### config.mk
export PLATFORM = sky130hd
export DESIGN_NAME = sub_1
export DESIGN_NICKNAME = d
export VERILOG_FILES = /design/src/rtl/sub_1.sv
export SDC_FILE = /design/constraint.sdc
export NUM_CORES = 1
export LEC_CHECK = 0
export ABC_AREA = 1
export CORE_MARGIN = 2
export CORE_UTILIZATION = 40
export DETAILED_ROUTE_END_ITERATION = 8
export PLACE_DENSITY = 0.67
export SYNTH_ARGS = -nofsm -noshare
export SYNTH_HDL_FRONTEND = slang
export SYNTH_SLANG_ARGS = --single-unit
### constraint.sdc
create_clock -name clk -period 1.55 [get_ports clk]
set_input_delay 0.465 -clock clk [delete_from_list [all_inputs] [get_ports clk]]
set_output_delay 0.465 -clock clk [all_outputs]
set_load 0.03 [all_outputs]
### src/rtl/sub_1.sv
// Bit-serial decrement-by-one: LSB-first frames of W bits, each emitted minus one
// in the same cycle, plus a parallel copy of the decremented frame with an underflow flag.
module sub_1 #(
    parameter int W = 4
) (
    input  logic         clk,
    input  logic         reset,
    input  logic         in_valid,
    input  logic         in_sof,
    input  logic         in_bit,
    output logic         out_valid,
    output logic         out_bit,
    output logic [W-1:0] result,
    output logic         result_valid,
    output logic         underflow
);

    localparam int CW = (W > 1) ? $clog2(W) : 1;
    localparam logic [CW-1:0] LAST = CW'(W - 1);

    logic [CW-1:0] r_cnt;
    logic          r_brw;
    logic [W-1:0]  r_acc;
    logic [W-1:0]  r_result;
    logic          r_underflow;
    logic          r_result_valid;

    logic          w_take;
    logic          w_first;
    logic          w_b;
    logic          w_dec;
    logic          w_brw_nxt;
    logic          w_last;
    logic [W-1:0]  w_acc_nxt;

    // A frame's bit 0 always starts with a borrow of one; later bits chain it.
    assign w_take    = in_valid & reset;
    assign w_first   = (r_cnt == '0) | in_sof;
    assign w_b       = w_first ? 1'b1 : r_brw;
    assign w_dec     = in_bit ^ w_b;
    assign w_brw_nxt = w_b & ~in_bit;
    assign w_last    = ~in_sof & (r_cnt == LAST);
    assign w_acc_nxt = {w_dec, r_acc[W-1:1]};

    assign out_valid    = w_take;
    assign out_bit      = w_take & w_dec;
    assign result       = r_result;
    assign result_valid = r_result_valid;
    assign underflow    = r_underflow;

    always_ff @(posedge clk) begin
        if (!reset) begin
            r_cnt          <= '0;
            r_brw          <= 1'b0;
            r_acc          <= '0;
            r_result       <= '0;
            r_underflow    <= 1'b0;
            r_result_valid <= 1'b0;
        end else begin
            r_result_valid <= 1'b0;
            if (in_valid) begin
                r_brw <= w_brw_nxt;
                r_acc <= w_acc_nxt;
                if (in_sof) begin
                    r_cnt <= (r_cnt == LAST) ? '0 : CW'(1);
                end else if (r_cnt == LAST) begin
                    r_cnt <= '0;
                end else begin
                    r_cnt <= r_cnt + CW'(1);
                end
                // Publish the completed frame; resynced partial frames never reach here.
                if (w_last) begin
                    r_result       <= w_acc_nxt;
                    r_underflow    <= w_brw_nxt;
                    r_result_valid <= 1'b1;
                end
            end
        end
    end

endmodule
# Word level (Yosys, flattened, before mapping)
# Index checks and enable logic that the tools add are counted.
# Widths: inputs -> output; s select.
[classes]
n_addsub = 1
n_eq_ne = 1
muxes = 5
n_bitwise = 8
n_reduce_logical = 3
[ops]
columns = ["op", "n"]
rows = [
  ["$and 1x1->1", 4],
  ["$mux 2", 2],
  ["$reduce_and 2->1", 2],
  ["$mux 1", 3],
  ["$add 2x1->2 const B", 1],
  ["$eq 2x2->1 const B", 1],
  ["$logic_not 2->1", 1],
  ["$not 1->1", 2],
  ["$or 1x1->1", 1],
  ["$xor 1x1->1", 1],
]
[word_totals]
regBits = 13
in_bits = 5
out_inout_bits = 8
elab_cells = 24

# Depth between registers and ports, before layout
[logic_depth]
ltp_word = 5
mapped_depth = 8
depth_no_buf = 8

# Worst setup path before layout
# OpenSTA, ideal clock, no wires.
[synth_timing]
path_type = "flip-flop to output port"
start = "register r_cnt[0]"
end = "output port out_bit"
t_arrival_ns = 1.402
required_time_ns = 1.085
slack_ns = -0.317
stages_incl_launch_ff = 7
n_path_buf = 0
path_cell_list = "dfxtp_1 -> inv_1 -> ha_1 -> nor2_1 -> nand2_1 -> ha_1 -> nor2_1"
[synth_via]
elab_chain_cells = 5
[synth_lines]
columns = ["item", "line_no", "rtl"]
rows = [
  ["from (decl)", "21", "logic [CW-1:0] r_cnt;"],
  ["from (signal assigned)", "65", "r_cnt <= (r_cnt == LAST) ? '0 : CW'(1);"],
  ["from (signal assigned)", "69", "r_cnt <= r_cnt + CW'(1);"],
  ["$logic_not 2->1", "38", "assign w_first = (r_cnt == '0) | in_sof;"],
  ["$or 1x1->1", "38", ""],
  ["$mux 1", "39", "assign w_b = w_first ? 1'b1 : r_brw;"],
  ["$xor 1x1->1", "40", "assign w_dec = in_bit ^ w_b;"],
  ["$and 1x1->1", "46", "assign out_bit = w_take & w_dec;"],
  ["to (decl)", "12", "output logic out_bit,"],
]
# No other way between the ends.

# Worst setup path after layout
[layout_timing]
start = "register r_cnt[1]"
end = "output port out_bit"
# The elaborated chain is that of the path after synthesis.

==> results.yml <==
clocking:
  clkSlewWorstSetupHoldPaths_ns: 0.08
  clock_insertion_delay_worst_skew_ns: 0.28
  tritoncts_clock_tree: "yes"
  cts.htree.levels: 1
  cts.sinks: 12
  cts.root.buffer_cell: "clkbuf_4"
  cts-hold-fix-buffers: 0
  clock_tree.buffer_depth: 2
  cts-buffers-inserted: 3
outcome:
  violations: "setup timing"
  run_status: "complete, but fails checks"
drt:
  drt-pass1-iter-count: 4
  routedWlPerCell_um: 10.59
  routed_wirelength_um: 1154
  via_count: 502
  route.detailed.vias_per_inst: 4.606
  drc_errors: 0
  drt_iter0_markers: 8
  detail-route-antenna-nets: 0
yosys:
  synth-seq-area-share_pct: 46.15
  yosys_top_cell_area_share_pct: 46.15
  synthesis.area_um2: 520.5
  synth_flop_cell: "dfxtp_1"
  post_synth.cell_area_avg_um2: 7.229
  postSynthRegisterBits: 12
  synth_edf_count: 0
  synthMostInstantiatedCell: "nand2_1"
  mappedNetlistNets: 80
  synth.top_cells.by_area: "dfxtp_1, nand2_1, inv_1"
  synth_async_sr_flop_share_pct: 0
  yosys_warnings: 0
  ys_types: 11
  yosys-top-cells-count: "nand2_1, inv_1, dfxtp_1"
  synthesis.instances: 72
  yosys.area.top_type: "dfxtp_1"
critical_path:
  critPathMaxFanout: 2
  cp_top_family: "adder cells"
  timing.critical_path.cells: "inv_2 -> ha_4 -> nor2_4 -> nand2_2 -> ha_4 -> nor2_4 -> buf_6"
  required_time_of_the_worst_setup_path_ns: 1.08
  critical_path.endpoint_type: "output pin"
  worst-path-buf-inv: 2
  cpMaxStageDelayCell: "dfxtp_2"
  timing.critical_path.slowest_cell_delay_ns: 0.34
  critical_register_to_register_path_startpoint: "r_cnt[1]$_SDFFE_PN0P_"
  cp-startpoint: "r_cnt[1]$_SDFFE_PN0P_"
  worst-endpoint-arrival_ns: 1.42
  setup.worst_path.start_class: "flip-flop"
  crit_type: "reg -> out"
global_routing:
  grt_antenna_before_repair: 0
  grt.overflow.total: 0
  global_route.usage.total_pct: 17.67
  vias_in_the_first_global_route: 435
  maximum_number_of_pins_on_one_net_before_global_route_repair: 10
  wire_length_of_the_first_global_routing_pass_um: 1759
final_layout:
  num-fill-cells: 102
  utilization_of_the_core_after_routing_pct: 68.40
  ant_diodes: 0
  final_nets: 104
  post_route_cells_drive_above_1_share_pct: 29.47
  layout_area_overhead_pct: 51.92
power:
  power_density_nw_per_um2: 872.5
  vdd_ir_drop_max_v: 0.0005336
  p_leak_nw: 0.4060
  power_mw: 0.6899
placement:
  place.detailed.hpwl_um: 811.7
  gp_routability_congestion: 0.8351
  place.port_buffers: 12
floorplanning:
  pin_count: 13
  die_h_um: 40.07
  core_area_um2: 1156
  initial_core_util_pct: 45.02
  horizontal_die_dimension_um: 40.07
  site_row_count: 12
  design.die.area_um2: 1606
sta:
  setup_violations: 1
  unrepaired_setup_endpoints_after_global_routing: "true"
  worst_case_clock_skew_ns: 0.001255
  slew_headroom_pct: 79.87
  final_min_period_over_clock_period_pct: 121.3
  report.final.hold_viol_count: 0
  worst_slew_pin_slew_ns: 0.3032
  fin_crit_ns: 1.880
  layout_setup_ws_ns: -0.3303
  final_max_tran_viols: 0
  maxClockFrequency_ghz: 0.5318
run:
  maxCapViolCount: 0
hold_path:
  min_path_type: "reg -> reg"
  hold_path.startpoint: "result[2]$_SDFFE_PN0P_"
## flip-flops by register name (all words and copies together) (netlist names)
register      flops
r_brw             1
r_cnt             2
r_acc             3
result_valid      1
underflow         1
result            4
## metrics by stage
step | hold slack [ns] | area [um^2] | setup WS, ns | setup TNS [ns] | std cells
after CTS | 0.4633 | 775.7 | -0.3397 | -0.3397 | 108
final | 0.4605 | 790.8 | -0.3303 | -0.3303 | 109
after global routing | 0.4830 | 790.8 | -0.4074 | -0.4074 | 109
after global placement | 0.4497 | 724.4 | -0.5547 | -1.222 | 102
after floorplan | 0.4397 | 559.3 | -0.01948 | -0.01948 | 72
after detailed placement | 0.4537 | 724.4 | -0.5617 | -1.305 | 102
## logic make-up (layout without fill, tap and decap cells)
kind of cell    count (synthesis)  count (layout)  share of synthesized area, %
fa+ha+maj                       3               3                         7.212
flops                          12              12                         46.15
buf+inv                        15              38                         11.06
compound gates                  7               7                         6.730
simple gates                   35              35                         28.85
## cells in the final DEF, fill, tap and decap left out
cell / count
a21oi_1: 4
dfxtp_2: 2
inv_2: 4
clkbuf_4: 3
dlygate4sd2_1: 10
buf_6: 2
ha_4: 2
dfxtp_1: 10
nor2_4: 2
ha_1: 1
inv_1: 9
o21ai_0: 3
clkinvlp_4: 1
nand2_2: 2
nand3_1: 4
buf_4: 8
clkbuf_8: 1
nand2_1: 18
nor2_1: 8
nand3_4: 1
## cell type report
cell class | count | area, um^2 | share of cell area [%]
multi-input combinational | 45 | 267.8 | 33.86
sequential | 12 | 242.7 | 30.70
timing repair buffer | 20 | 170.2 | 21.52
inverter | 14 | 56.30 | 7.120
clock buffer | 4 | 36.28 | 4.589
tap | 14 | 17.52 | 2.215
## final timing paths
check | to | slack [ns] | cells past startpoint
worst max-delay path | out_bit | -0.33 | 7
worst min-delay path | result[2]$_SDFFE_PN0P_ | 0.46 | 2
worst max register to register | result[3]$_SDFFE_PN0P_ | 0.12 | 10
worst min register to register | result[2]$_SDFFE_PN0P_ | 0.46 | 2
## metal layers
| metal | GRT usage [%] | vias to the layer above | share of wire (%) |
|---|---|---|---|
| met1 | 21.58 | 220 | 49 |
| met3 | 3.333 | 5 | 5.6 |
| met4 | 15.52 | 0 | 2.7 |
| met5 | 0 | - | 0 |
| met2 | 26.21 | 13 | 43 |
| li1 | - | 264 | - |
## worst register-to-register path: stages (launching register included)
cell     delay (ns)
dfxtp_2        0.34
inv_2          0.05
ha_4           0.16
nor2_4         0.07
nand2_2        0.07
ha_4           0.28
buf_4          0.10
buf_4          0.10
inv_1          0.03
nor2_1         0.09
nor2_1         0.05
## report_power, final
part / switching (mW) / internal [mW]
combinational: 0.0567 / 0.0540
sequential: 0.00589 / 0.318
clock: 0.113 / 0.143
total: 0.175 / 0.515
## timing repair
item | CTS | global route
resized for setup | 15 | 2
gates cloned | 0 | 0
pin swaps | 5 | 2
buffers inserted | 2 | 1
setup endpoints to repair | 8 | 1
No activity file was read; power rests on OpenSTA's default activity.
